### src/rtl/dlx_mem_pkg.sv
// Shared encodings for the DLX memory interface controller: access sizes, FSM states
// and the default bus-timeout length used when DLX_MEM_TIMEOUT_EN is defined.
package dlx_mem_pkg;

    localparam logic [1:0] MEMOP_BYTE = 2'b00;
    localparam logic [1:0] MEMOP_HALF = 2'b01;
    localparam logic [1:0] MEMOP_WORD = 2'b10;

    localparam int unsigned DEFAULT_TIMEOUT = 255;

    typedef enum logic [1:0] {
        ST_IDLE = 2'b00,
        ST_REQ  = 2'b01,
        ST_DONE = 2'b10,
        ST_ERR  = 2'b11
    } mem_state_e;

    // MEMOP 2'b11 is an alias of word, so bit 1 alone identifies word accesses.
    function automatic logic is_word_op(input logic [1:0] op);
        return op[1];
    endfunction

endpackage

### src/rtl/dlx_mem_lane.sv
// Combinational lane logic for big-endian byte/half/word accesses: alignment check,
// byte enables, write-data replication and load extraction with sign/zero extension.
module dlx_mem_lane
    import dlx_mem_pkg::*;
(
    input  logic [1:0]  mem_op_i,
    input  logic        mem_signed_i,
    input  logic [1:0]  addr_lo_i,
    input  logic [31:0] wdata_i,
    input  logic [31:0] rdata_i,
    output logic        aligned_o,
    output logic [3:0]  be_o,
    output logic [31:0] wdata_o,
    output logic [31:0] rdata_o
);

    logic [7:0]  byte_sel;
    logic [15:0] half_sel;

    always_comb begin
        byte_sel = rdata_i[31:24];
        case (addr_lo_i)
            2'b00:   byte_sel = rdata_i[31:24];
            2'b01:   byte_sel = rdata_i[23:16];
            2'b10:   byte_sel = rdata_i[15:8];
            default: byte_sel = rdata_i[7:0];
        endcase
        half_sel = addr_lo_i[1] ? rdata_i[15:0] : rdata_i[31:16];
    end

    always_comb begin
        aligned_o = 1'b1;
        be_o      = 4'b1111;
        wdata_o   = wdata_i;
        rdata_o   = rdata_i;
        if (is_word_op(mem_op_i)) begin
            aligned_o = (addr_lo_i == 2'b00);
        end else begin
            case (mem_op_i)
                MEMOP_BYTE: begin
                    be_o    = 4'b1000 >> addr_lo_i;
                    wdata_o = {4{wdata_i[7:0]}};
                    rdata_o = {{24{mem_signed_i & byte_sel[7]}}, byte_sel};
                end
                default: begin
                    aligned_o = ~addr_lo_i[0];
                    be_o      = addr_lo_i[1] ? 4'b0011 : 4'b1100;
                    wdata_o   = {2{wdata_i[15:0]}};
                    rdata_o   = {{16{mem_signed_i & half_sel[15]}}, half_sel};
                end
            endcase
        end
    end

endmodule

### src/rtl/dlx_mem_ctrl.sv
// DLX memory controller: turns MemRead/MemWrite levels into one req/ack transaction.
// Optional bus timeout is compiled in with the DLX_MEM_TIMEOUT_EN macro.
module dlx_mem_ctrl
    import dlx_mem_pkg::*;
#(
    parameter int unsigned TIMEOUT = DEFAULT_TIMEOUT
) (
    input  logic        clk_i,
    input  logic        rst_ni,
    input  logic        mem_read_i,
    input  logic        mem_write_i,
    input  logic [1:0]  mem_op_i,
    input  logic        mem_signed_i,
    input  logic [31:0] addr_i,
    input  logic [31:0] wdata_i,
    output logic        mem_wait_o,
    output logic [31:0] rdata_o,
    output logic        align_err_o,
    output logic        bus_err_o,
    output logic [29:0] mem_addr_o,
    output logic        mem_req_o,
    output logic        mem_we_o,
    output logic [3:0]  mem_be_o,
    output logic [31:0] mem_wdata_o,
    input  logic [31:0] mem_rdata_i,
    input  logic        mem_ack_i
);

    if (TIMEOUT == 0 || TIMEOUT > 65535) begin : g_bad_timeout
        $error("dlx_mem_ctrl: TIMEOUT must be in 1..65535");
    end

    mem_state_e  state_q;
    logic        mem_req_q;
    logic        mem_we_q;
    logic [3:0]  mem_be_q;
    logic [29:0] mem_addr_q;
    logic [31:0] mem_wdata_q;
    logic [31:0] rdata_q;
    logic        align_err_q;
    logic [1:0]  op_q;
    logic [1:0]  addr_lo_q;
    logic        signed_q;

    logic        req_any;
    logic        is_idle;
    logic        tmo_hit;
    logic [1:0]  lane_op;
    logic [1:0]  lane_addr_lo;
    logic        lane_signed;
    logic        aligned_d;
    logic [3:0]  be_d;
    logic [31:0] wdata_d;
    logic [31:0] rdata_d;

    assign req_any = mem_read_i | mem_write_i;
    assign is_idle = (state_q == ST_IDLE);

    // Live request fields drive the lanes in IDLE; afterwards the latched copies do,
    // so load formatting uses the size/offset of the transaction actually in flight.
    assign lane_op      = is_idle ? mem_op_i     : op_q;
    assign lane_addr_lo = is_idle ? addr_i[1:0]  : addr_lo_q;
    assign lane_signed  = is_idle ? mem_signed_i : signed_q;

    dlx_mem_lane u_lane (
        .mem_op_i     (lane_op),
        .mem_signed_i (lane_signed),
        .addr_lo_i    (lane_addr_lo),
        .wdata_i      (wdata_i),
        .rdata_i      (mem_rdata_i),
        .aligned_o    (aligned_d),
        .be_o         (be_d),
        .wdata_o      (wdata_d),
        .rdata_o      (rdata_d)
    );

`ifdef DLX_MEM_TIMEOUT_EN
    logic [15:0] tmo_cnt_q;
    logic        bus_err_q;

    assign tmo_hit = ((tmo_cnt_q + 16'd1) == 16'(TIMEOUT));

    always_ff @(posedge clk_i or negedge rst_ni) begin
        if (!rst_ni) begin
            tmo_cnt_q <= '0;
            bus_err_q <= 1'b0;
        end else begin
            bus_err_q <= (state_q == ST_REQ) && !mem_ack_i && tmo_hit;
            if (state_q != ST_REQ) begin
                tmo_cnt_q <= '0;
            end else if (!mem_ack_i) begin
                tmo_cnt_q <= tmo_cnt_q + 16'd1;
            end
        end
    end

    assign bus_err_o = bus_err_q;
`else
    assign tmo_hit   = 1'b0;
    assign bus_err_o = 1'b0;
`endif

    always_ff @(posedge clk_i or negedge rst_ni) begin
        if (!rst_ni) begin
            state_q     <= ST_IDLE;
            mem_req_q   <= 1'b0;
            mem_we_q    <= 1'b0;
            mem_be_q    <= '0;
            mem_addr_q  <= '0;
            mem_wdata_q <= '0;
            rdata_q     <= '0;
            align_err_q <= 1'b0;
            op_q        <= MEMOP_BYTE;
            addr_lo_q   <= '0;
            signed_q    <= 1'b0;
        end else begin
            align_err_q <= 1'b0;
            case (state_q)
                ST_IDLE: begin
                    if (req_any) begin
                        if (aligned_d) begin
                            state_q     <= ST_REQ;
                            mem_req_q   <= 1'b1;
                            mem_we_q    <= ~mem_read_i;
                            mem_be_q    <= be_d;
                            mem_addr_q  <= addr_i[31:2];
                            mem_wdata_q <= wdata_d;
                            op_q        <= mem_op_i;
                            addr_lo_q   <= addr_i[1:0];
                            signed_q    <= mem_signed_i;
                        end else begin
                            state_q     <= ST_ERR;
                            align_err_q <= 1'b1;
                        end
                    end
                end
                ST_REQ: begin
                    // An ack arriving in the timeout cycle still completes normally.
                    if (mem_ack_i) begin
                        state_q   <= ST_DONE;
                        mem_req_q <= 1'b0;
                        if (!mem_we_q) begin
                            rdata_q <= rdata_d;
                        end
                    end else if (tmo_hit) begin
                        state_q   <= ST_ERR;
                        mem_req_q <= 1'b0;
                    end
                end
                default: begin
                    state_q <= ST_IDLE;
                end
            endcase
        end
    end

    assign mem_wait_o  = rst_ni & ((is_idle & req_any) | (state_q == ST_REQ));
    assign rdata_o     = rdata_q;
    assign align_err_o = align_err_q;
    assign mem_addr_o  = mem_addr_q;
    assign mem_req_o   = mem_req_q;
    assign mem_we_o    = mem_we_q;
    assign mem_be_o    = mem_be_q;
    assign mem_wdata_o = mem_wdata_q;

endmodule

### config.mk
export PLATFORM = sky130hd
export DESIGN_NAME = dlx_mem_ctrl
export DESIGN_NICKNAME = d
export VERILOG_FILES = /design/src/rtl/dlx_mem_pkg.sv /design/src/rtl/dlx_mem_lane.sv /design/src/rtl/dlx_mem_ctrl.sv
export SDC_FILE = /design/constraint.sdc
export NUM_CORES = 1
export LEC_CHECK = 0
export CORE_MARGIN = 8
export CORE_UTILIZATION = 30
export DETAILED_ROUTE_END_ITERATION = 7
export HOLD_SLACK_MARGIN = 0.05
export PLACE_DENSITY_LB_ADDON = 0.25
export REMOVE_ABC_BUFFERS = 1
export SYNTH_ARGS = -nofsm -noshare
export SYNTH_HDL_FRONTEND = slang
export SYNTH_SLANG_ARGS = --single-unit
### constraint.sdc
create_clock -name clk_i -period 3.85 [get_ports clk_i]
set_input_delay 0.5775 -clock clk_i [delete_from_list [all_inputs] [get_ports clk_i]]
set_output_delay 0.5775 -clock clk_i [all_outputs]
set_load 0.02 [all_outputs]
Word-level counts from Yosys, hierarchy flattened
Index checks and enable logic that the tools add are counted.
{"block": "word_totals", "regBits": 108, "latchBits": 0, "ramBits": 0, "rom_bits": 0, "inputBits": 104, "out_inout_bits": 103, "word_cells": 60, "n_memories": 0}
{"block": "classes", "add_sub_neg": 0, "mul": 0, "div": 0, "n_lt_le_gt_ge": 0, "eq_ne": 6, "shift": 1, "muxes": 25, "n_bitwise": 9, "n_reduce_logical": 8}
{"operator": "32-bit 2-to-1 mux", "count": 4}
{"operator": "8-bit case mux with 3 select lines", "count": 1}
{"operator": "16-bit 2-to-1 mux", "count": 1}
{"operator": "4-bit 2-to-1 mux", "count": 3}
{"operator": "2-bit 2-to-1 mux", "count": 5}
{"operator": "1-bit 2-to-1 mux", "count": 9}
{"operator": "2-bit logical NOT", "count": 3}
{"operator": "3-bit AND reduction", "count": 2}
{"operator": "1-bit AND", "count": 4}
{"operator": "2-bit by 1-bit == test with 1-bit output (second input constant)", "count": 2}
{"operator": "2-bit inequality test (second input constant)", "count": 2}
{"operator": "2-bit case mux with 2 select lines", "count": 1}
{"operator": "4-bit AND reduction", "count": 1}
{"operator": "4-bit by 2-bit >> shifter with 4-bit output (first input constant)", "count": 1}
{"operator": "1-bit NOT", "count": 3}
{"operator": "2-bit == test (second input constant)", "count": 1}
{"operator": "2-bit by 1-bit inequality test with 1-bit output (second input constant)", "count": 1}
{"operator": "1-bit bitwise OR", "count": 2}
{"operator": "1-bit case mux with 2 select lines", "count": 1}
{"operator": "2-bit AND reduction", "count": 1}
{"operator": "2-bit nonzero test", "count": 1}

Longest topological paths before layout
Gate-level depths: netlist of the first run.
{"block": "depth", "word_depth": 8, "mapped_depth": 9, "ltp_nobuf": 5}

By module
From an unflattened synthesis of the first run, not the netlist that was laid out.
{"block": "unflattened", "cells_unflattened": 424, "hier_area_um2": 5343.9}
{"module": "dlx_mem_ctrl", "instances": 1, "cells_per_inst": 244, "area_per_inst_um2": 4098.9}
{"module": "dlx_mem_lane", "instances": 1, "cells_per_inst": 180, "area_per_inst_um2": 1244.9}

Least setup slack after synthesis of the first run
No wires, ideal clock.
{"block": "synth_timing", "kind": "reg-to-reg", "start": "register state_q[1]", "end": "register mem_addr_q[10], in the netlist mem_addr_o[10]", "t_arrival_ns": 2.162, "path_slack_ns": 1.563, "path_stages_with_launch": 7, "synth_period_minus_slack_ns": 2.287, "path_cell_list": "dfrtp_1 -> buf_2 -> nor2_2 -> mux2_2 -> a221oi_4 -> buf_4 -> mux2_2"}
{"block": "synth_via", "elab_chain_cells": 6, "elab_cells_between_ends": 9, "cone_classes": "mux: 4; bitwise: 1; reduce/logical: 4"}
{"element": "start, declared", "line": "dlx_mem_ctrl.sv:33", "text": "mem_state_e state_q;"}
{"element": "start signal, assigned", "line": "dlx_mem_ctrl.sv:105", "text": "state_q <= ST_IDLE;"}
{"element": "start signal, assigned", "line": "dlx_mem_ctrl.sv:122", "text": "state_q <= ST_REQ;"}
{"element": "start signal, assigned", "line": "dlx_mem_ctrl.sv:132", "text": "state_q <= ST_ERR;"}
{"element": "2-bit logical NOT *", "line": "dlx_mem_ctrl.sv:57, dlx_mem_ctrl.sv:118"}
{"element": "2-bit 2-to-1 mux, on equally long branches", "line": "dlx_mem_ctrl.sv:61, dlx_mem_ctrl.sv:62"}
{"element": "2-bit logical NOT or 1-bit NOT (tied branches)", "line": "dlx_mem_lane.sv:39, dlx_mem_lane.sv:46"}
{"element": "1-bit 2-to-1 mux", "line": "dlx_mem_lane.sv:39", "text": "case (mem_op_i)"}
{"element": "1-bit 2-to-1 mux", "line": "dlx_mem_lane.sv:36", "text": "if (is_word_op(mem_op_i)) begin"}
{"element": "3-bit AND reduction (no line) *"}
{"element": "end signal, assigned", "line": "dlx_mem_ctrl.sv:126", "text": "mem_addr_q <= addr_i[31:2];"}
{"element": "end, declared", "line": "dlx_mem_ctrl.sv:37", "text": "logic [29:0] mem_addr_q;"}
Every way passes the cells marked *; elsewhere a longest branch is shown, timed or not.
A chain may end at the register's enable or synchronous reset.

Final worst setup path of the first run
{"block": "layout_timing", "start": "register state_q[1]", "end": "output mem_wait_o"}
{"block": "layout_via", "elab_chain_cells": 4, "elab_cells_between_ends": 5, "cone_classes": "eq/ne: 1; bitwise: 3; reduce/logical: 1"}
{"element": "2-bit logical NOT", "line": "dlx_mem_ctrl.sv:57", "text": "assign is_idle = (state_q == ST_IDLE);"}
{"element": "1-bit AND", "line": "dlx_mem_ctrl.sv:157", "text": "assign mem_wait_o = rst_ni & ((is_idle & req_any) | (state_q == ST_REQ));"}
{"element": "1-bit bitwise OR *", "line": "dlx_mem_ctrl.sv:157"}
{"element": "1-bit AND *", "line": "dlx_mem_ctrl.sv:157"}
{"element": "end, declared", "line": "dlx_mem_ctrl.sv:16", "text": "output logic mem_wait_o,"}
Marks and branches as above.

==> metrics.cfg, run 1 <==
[yosys]
synthCells=395
ys_async_sr_fraction_pct=100
ys_ff_latch=108
synth_cell_types=44
synth_area_leaders=dfrtp_1 56%, mux2_1 9.3%, mux2i_1 5.6%
synth_warnings=0
synth.top_cell.area_share_pct=55.9
syn_area_um2=4830
synth_edf_count=0
synth_ff_type=dfrtp_1
yosysSeqAreaShare_pct=55.9
syn_area_per_cell_um2=12.2
synth_top_area_cell=dfrtp_1

[timing]
timing.fmax_mhz=342
finalSetupTns_ns=0
finalClockSkew_ns=0.00736
rsz0062_at_grt=false
final-setup-viol-count=0
layout_setup_ws_ns=0.924
tightestPinTransition_ns=0.773
finalCritPeriodShare_pct=76.0
min_period_ns=2.93
hold_viol_final=0
fin_hold_ws_ns=0.369
report.final.slew_viol_count=0
max_slew_margin_pct=48.5

[pwr]
vdd_drop_max_mv=0.407
power.switching_mw=2.79
combPwrFrac_pct=56.4
intPower_mw=4.11
power_density_nw_per_um2=931
switching_share_pct=40.4
seq_power_share_pct=30.1
clkPwrFrac_pct=13.5
power.leakage_nw=3.05

[clocking]
root_buffer=clkbuf_16
h-tree-depth=3
cts_buffer_depth=2
cts_sinks=108
clk_pin_slew_ns=0.07
hold_buffers=0
numCtsBuffers=9
cts_tree=done
cts_resized=0
post-cts-setup-buffers=0
worstSkewPairLatency_ns=0.35

[global_route]
first_global_vias=4369
grtUsageTotal_pct=15.7
grt-ovfl-total=0
grt_antenna_before_repair=0
grt_max_degree=59
grt_pass1_wl_um=24700

[placement]
placed_area_um2=7120
dp_hpwl_um=11900
place_congestion=0.822
dp_slack_ns=0.873
port_buffers=205

[setup_path]
crit_buf_inv=2
crit_path_end_kind=output pin
crit_type=reg -> out
crit_path_start_kind=flip-flop
reg2regPathDepth=5
cpLargestDelayFamily=buffers and inverters
cp.depth=5
cpPeakStageDelay_ns=0.65
worstPathRequired_ns=3.27
cp.arrival_ns=2.35
path_max_fanout=11
crit_chain=nor2_2, o21ai_1, buf_4, a21boi_0, clkdlybuf4s50_1
cp_slowest_cell=clkdlybuf4s50_1

[floorplanning]
num_rows=46
initial_core_util_pct=30.5
die_area_um2=20400
die_h_um=143
ios=207
die_w_um=143
core_area_um2=15800

[drt]
drcViolationCount=0
wl_per_cell_um=19.6
vias=4085
drt_iter0_markers=158
avgViaCountPerCell=5.00
wirelength_um=16000
drt_pass1_iterations=4
postRouteAntennaNets=0

[cells_and_area]
antenna_cells=0
stdcell_area_um2=7410
ff_latch_area_um2=2700
syn2layout_area_growth_pct=53.3
multi_input_area_um2=2000
final_layout_size_suffix_gt1_share_pct=10.6
fill_cells=1454
nets=700

[min_path]
hold_path.class=in -> async

[job]
drv_cap=0

[status]
status=finished, final reports clean

==> stage by stage <==
stage	utilization (%)	total power, mW	cells
2_1_floorplan	-	4.21	368
3_3_place_gp	45.0	5.94	801
3_5_place_dp	45.0	6.02	801
4_1_cts	46.8	7.00	817
5_1_grt	46.8	7.35	817
6_report	46.8	6.90	817
==> power groups by stage <==
stage                     clock (mW)  sequential, mW  combinational, mW
after detailed placement           0            2.09               3.93
after global routing            1.01            2.16               4.17
after global placement             0            2.07               3.87
after CTS                      0.968            2.08               3.95
final                          0.935            2.07               3.89
after floorplan                    0            2.70               1.51
==> cells by family after synthesis <==
kind of cell / synth area share [%]
buffers and inverters: 2.92
other: 0.0776
AOI/OAI and AO/OA: 16.4
and+or+nand+nor: 6.81
muxes: 17.9
DFF: 55.9
==> per-layer routing <==
metal | up-vias | track usage [%] | routed length (um)
li1 | 1872 | - | -
met1 | 2008 | 19.3 | 6790
met2 | 187 | 24.1 | 7180
met3 | 18 | 6.94 | 1770
met4 | 0 | 4.92 | 251
met5 | - | 0 | 0
==> state kept, by name, summed over array words and instances (netlist names) <==
register / count
addr_lo_q: 2
align_err_o: 1
mem_addr_o: 30
mem_be_o: 4
mem_req_o: 1
mem_wdata_o: 32
mem_we_o: 1
op_q: 2
rdata_o: 32
signed_q: 1
state_q: 2
==> cell usage after synthesis (2+ instances only) <==
library cell,number
dfrtp_1,108
mux2_1,40
a21oi_1,39
nor2_1,38
mux2i_1,27
a221o_1,16
clkbuf_1,13
mux2_2,13
or2_2,9
a22oi_1,8
buf_2,8
o22ai_1,8
a2bb2oi_1,7
o221a_2,7
buf_4,6
nand2_1,5
o21ai_0,5
nand3_1,4
nand2b_1,3
a211oi_1,2
a21oi_2,2
inv_1,2
nor4_1,2
o21a_1,2
o21ai_1,2
==> final timing paths <==
kind | startpoint | to | slack, ns
min | rst_ni | mem_be_o[1] | 0.37
max reg2reg | state_q[1] | mem_addr_o[12] | 1.02
max | state_q[1] | mem_wait_o | 0.92
max in group asynchronous | rst_ni | rdata_o[31] | 2.29
min reg2reg | mem_addr_o[27] | mem_addr_o[27] | 0.49
min in group clk_i | mem_addr_o[27] | mem_addr_o[27] | 0.49
==> area by class of cell <==
type	count	area share [%]
clock buffers	11	3.14
clock inverters	5	0.810
inverters	2	0.101
multi-input cells	258	27.0
flip-flops and latches	108	36.5
well taps	216	3.65
repair buffers	217	28.9
==> placed cells by master (no fill, tap or decap), drive strengths merged, types with 8 or more instances in the layout <==
master           n
a21oi           41
or2              9
nor2            39
a22oi            8
dfrtp          108
o22ai            8
clkdlybuf4s50  204
clkbuf          11
buf             13
a221o           16
mux2i           27
mux2            53
Note: power is estimated with default switching activity, not from simulation.
==> run 2: changes to the inputs <==
==> constraint.sdc (replaced) <==
create_clock -name clk_i -period 2.6 [get_ports clk_i]
set_input_delay 0.39 -clock clk_i [delete_from_list [all_inputs] [get_ports clk_i]]
set_output_delay 0.39 -clock clk_i [all_outputs]
set_load 0.02 [all_outputs]
==> run 2 against run 1 <==
  * Via count is 0.64% lower
  * Combinational power is 52% higher
  * Die area stayed put
  * Global-route usage is 0.17 points lower
  * Sequential cell count stayed put
  * Sequential power is 49% higher
  * Setup slack worse by 0.66 ns
  * Clock power is 39% higher
  * Count of clock-buffer cells in the layout is 1 lower
  * Highest routed layer unchanged
==> metrics.cfg, run 2 (synthesized netlist as in run 1, its figures left out) <==
[drt]
drt_pass1_iterations=4
postRouteAntennaNets=0
drt_iter0_markers=129
met1Wirelength_um=6600
met3_length_um=1810
avgViaCountPerCell=4.91
wl_met2_um=6910
vias=4059
wl_per_cell_um=19.0
routed.top_layer=met4
wirelength_um=15700
drcViolationCount=0

[pwr]
power.leakage_nw=3.12
vdd_drop_max_mv=0.620
power_density_nw_per_um2=1370

[cells_and_area]
final_util_pct=47.4
nets=710
final_layout_size_suffix_gt1_share_pct=12.1
syn2layout_area_growth_pct=55.3
final_common_cell=clkdlybuf4s50_1
final_cell_mix=203 x clkdlybuf4s50_1, 108 x dfrtp_1, 40 x mux2_1
antenna_cells=0

[setup_path]
path_max_fanout=9
cp.arrival_ns=2.57
crit_path_start_kind=flip-flop
crit_chain=buf_4, or2_2, a21oi_2, buf_4, mux2i_1, a21oi_1, mux2_1
crit_type=reg -> reg
worstPathRequired_ns=2.83
cp_slowest_cell=dfrtp_1
critical-path-top-cell-by-count=buf_4
crit_buf_inv=2
crit_path_end_kind=flip-flop
cpLargestDelayFamily=multiplexers
cpPeakStageDelay_ns=0.46

[clocking]
post-cts-setup-buffers=0
root_buffer=clkbuf_16
h-tree-depth=3
cts_sinks=108
clk_pin_slew_ns=0.08
worstSkewPairLatency_ns=0.35
cts_tree=done
numCtsBuffers=9
cts_buffer_depth=2

[timing]
timing.fmax_mhz=429
rsz0062_at_grt=false
max_slew_margin_pct=28.0
report.final.slew_viol_count=0
finalClockSkew_ns=0.00829
tightestPinTransition_ns=1.08
finalCritPeriodShare_pct=89.7
hold_viol_final=0
final-setup-viol-count=0
fin_hold_ws_ns=0.481
min_period_ns=2.33

[floorplanning]
die_w_um=143
die_area_um2=20400
ios=207
num_rows=46
die_h_um=143
initial_core_util_pct=30.5
core_area_um2=15800

[global_route]
first_global_vias=4481
grt-ovfl-total=0
grtUsageTotal_pct=15.5
grt_max_degree=85
grt_pass1_wl_um=24400
grt_antenna_before_repair=0

[min_path]
hold_path.class=in -> async

[job]
drv_cap=0

[placement]
place_congestion=0.845
port_buffers=205
dp_hpwl_um=12000

[status]
status=finished, final reports clean

==> run 2: per-stage QoR <==
step	cell area (um^2)	std cells	setup WS, ns	power, mW	TNS (ns)
2_1_floorplan	4700	368	-1.47	6.23	-101.94
3_3_place_gp	7210	810	0.156	8.98	0
3_5_place_dp	7210	810	0.120	9.10	0
4_1_cts	7500	827	0.0162	10.5	0
5_1_grt	7510	827	0.139	11.0	0
6_report	7510	827	0.268	10.3	0
==> run 2: layer usage <==
metal  global-route usage (%)  vias up
met5                        0        -
met4                     6.38        0
met3                     7.05       22
met2                     23.3      180
met1                     18.9     1967
li1                         -     1890
==> run 2: worst paths after layout <==
kind | from | slack [ns] | cells after the start | endpoint
hold reg to reg | mem_addr_o[20] | 0.49 | 1 | mem_addr_o[20]
hold / removal | rst_ni | 0.48 | 2 | mem_addr_o[12]
min in group clk_i | mem_addr_o[20] | 0.49 | 1 | mem_addr_o[20]
setup reg to reg | state_q[1] | 0.27 | 7 | mem_wdata_o[30]
max in group asynchronous | rst_ni | 0.73 | 3 | rdata_o[21]
setup / recovery | state_q[1] | 0.27 | 7 | mem_wdata_o[30]
==> run 2: where the power goes <==
| group | switching (mW) | internal (mW) | total [mW] | leakage, nW |
|---|---|---|---|---|
| clock network | 0.640 | 0.660 | 1.30 | 0.133 |
| registers | 0.533 | 2.55 | 3.09 | 1.27 |
| logic | 3.01 | 2.92 | 5.93 | 1.72 |
==> run 2: timing repair <==
action,in CTS,in global routing
hold buffers,1,0
resized for setup,1,1
setup endpoints to repair,1,1
hold endpoints to repair,24,0
==> run 2: layout make-up <==
class / count / area [um^2]
fill: 1450 / 8320
sequential: 108 / 2700
timing repair buffer: 227 / 2240
multi-input combinational: 258 / 2010
tap: 216 / 270
clock buffer: 10 / 229
clock inverter: 6 / 47.5
inverter: 2 / 7.51
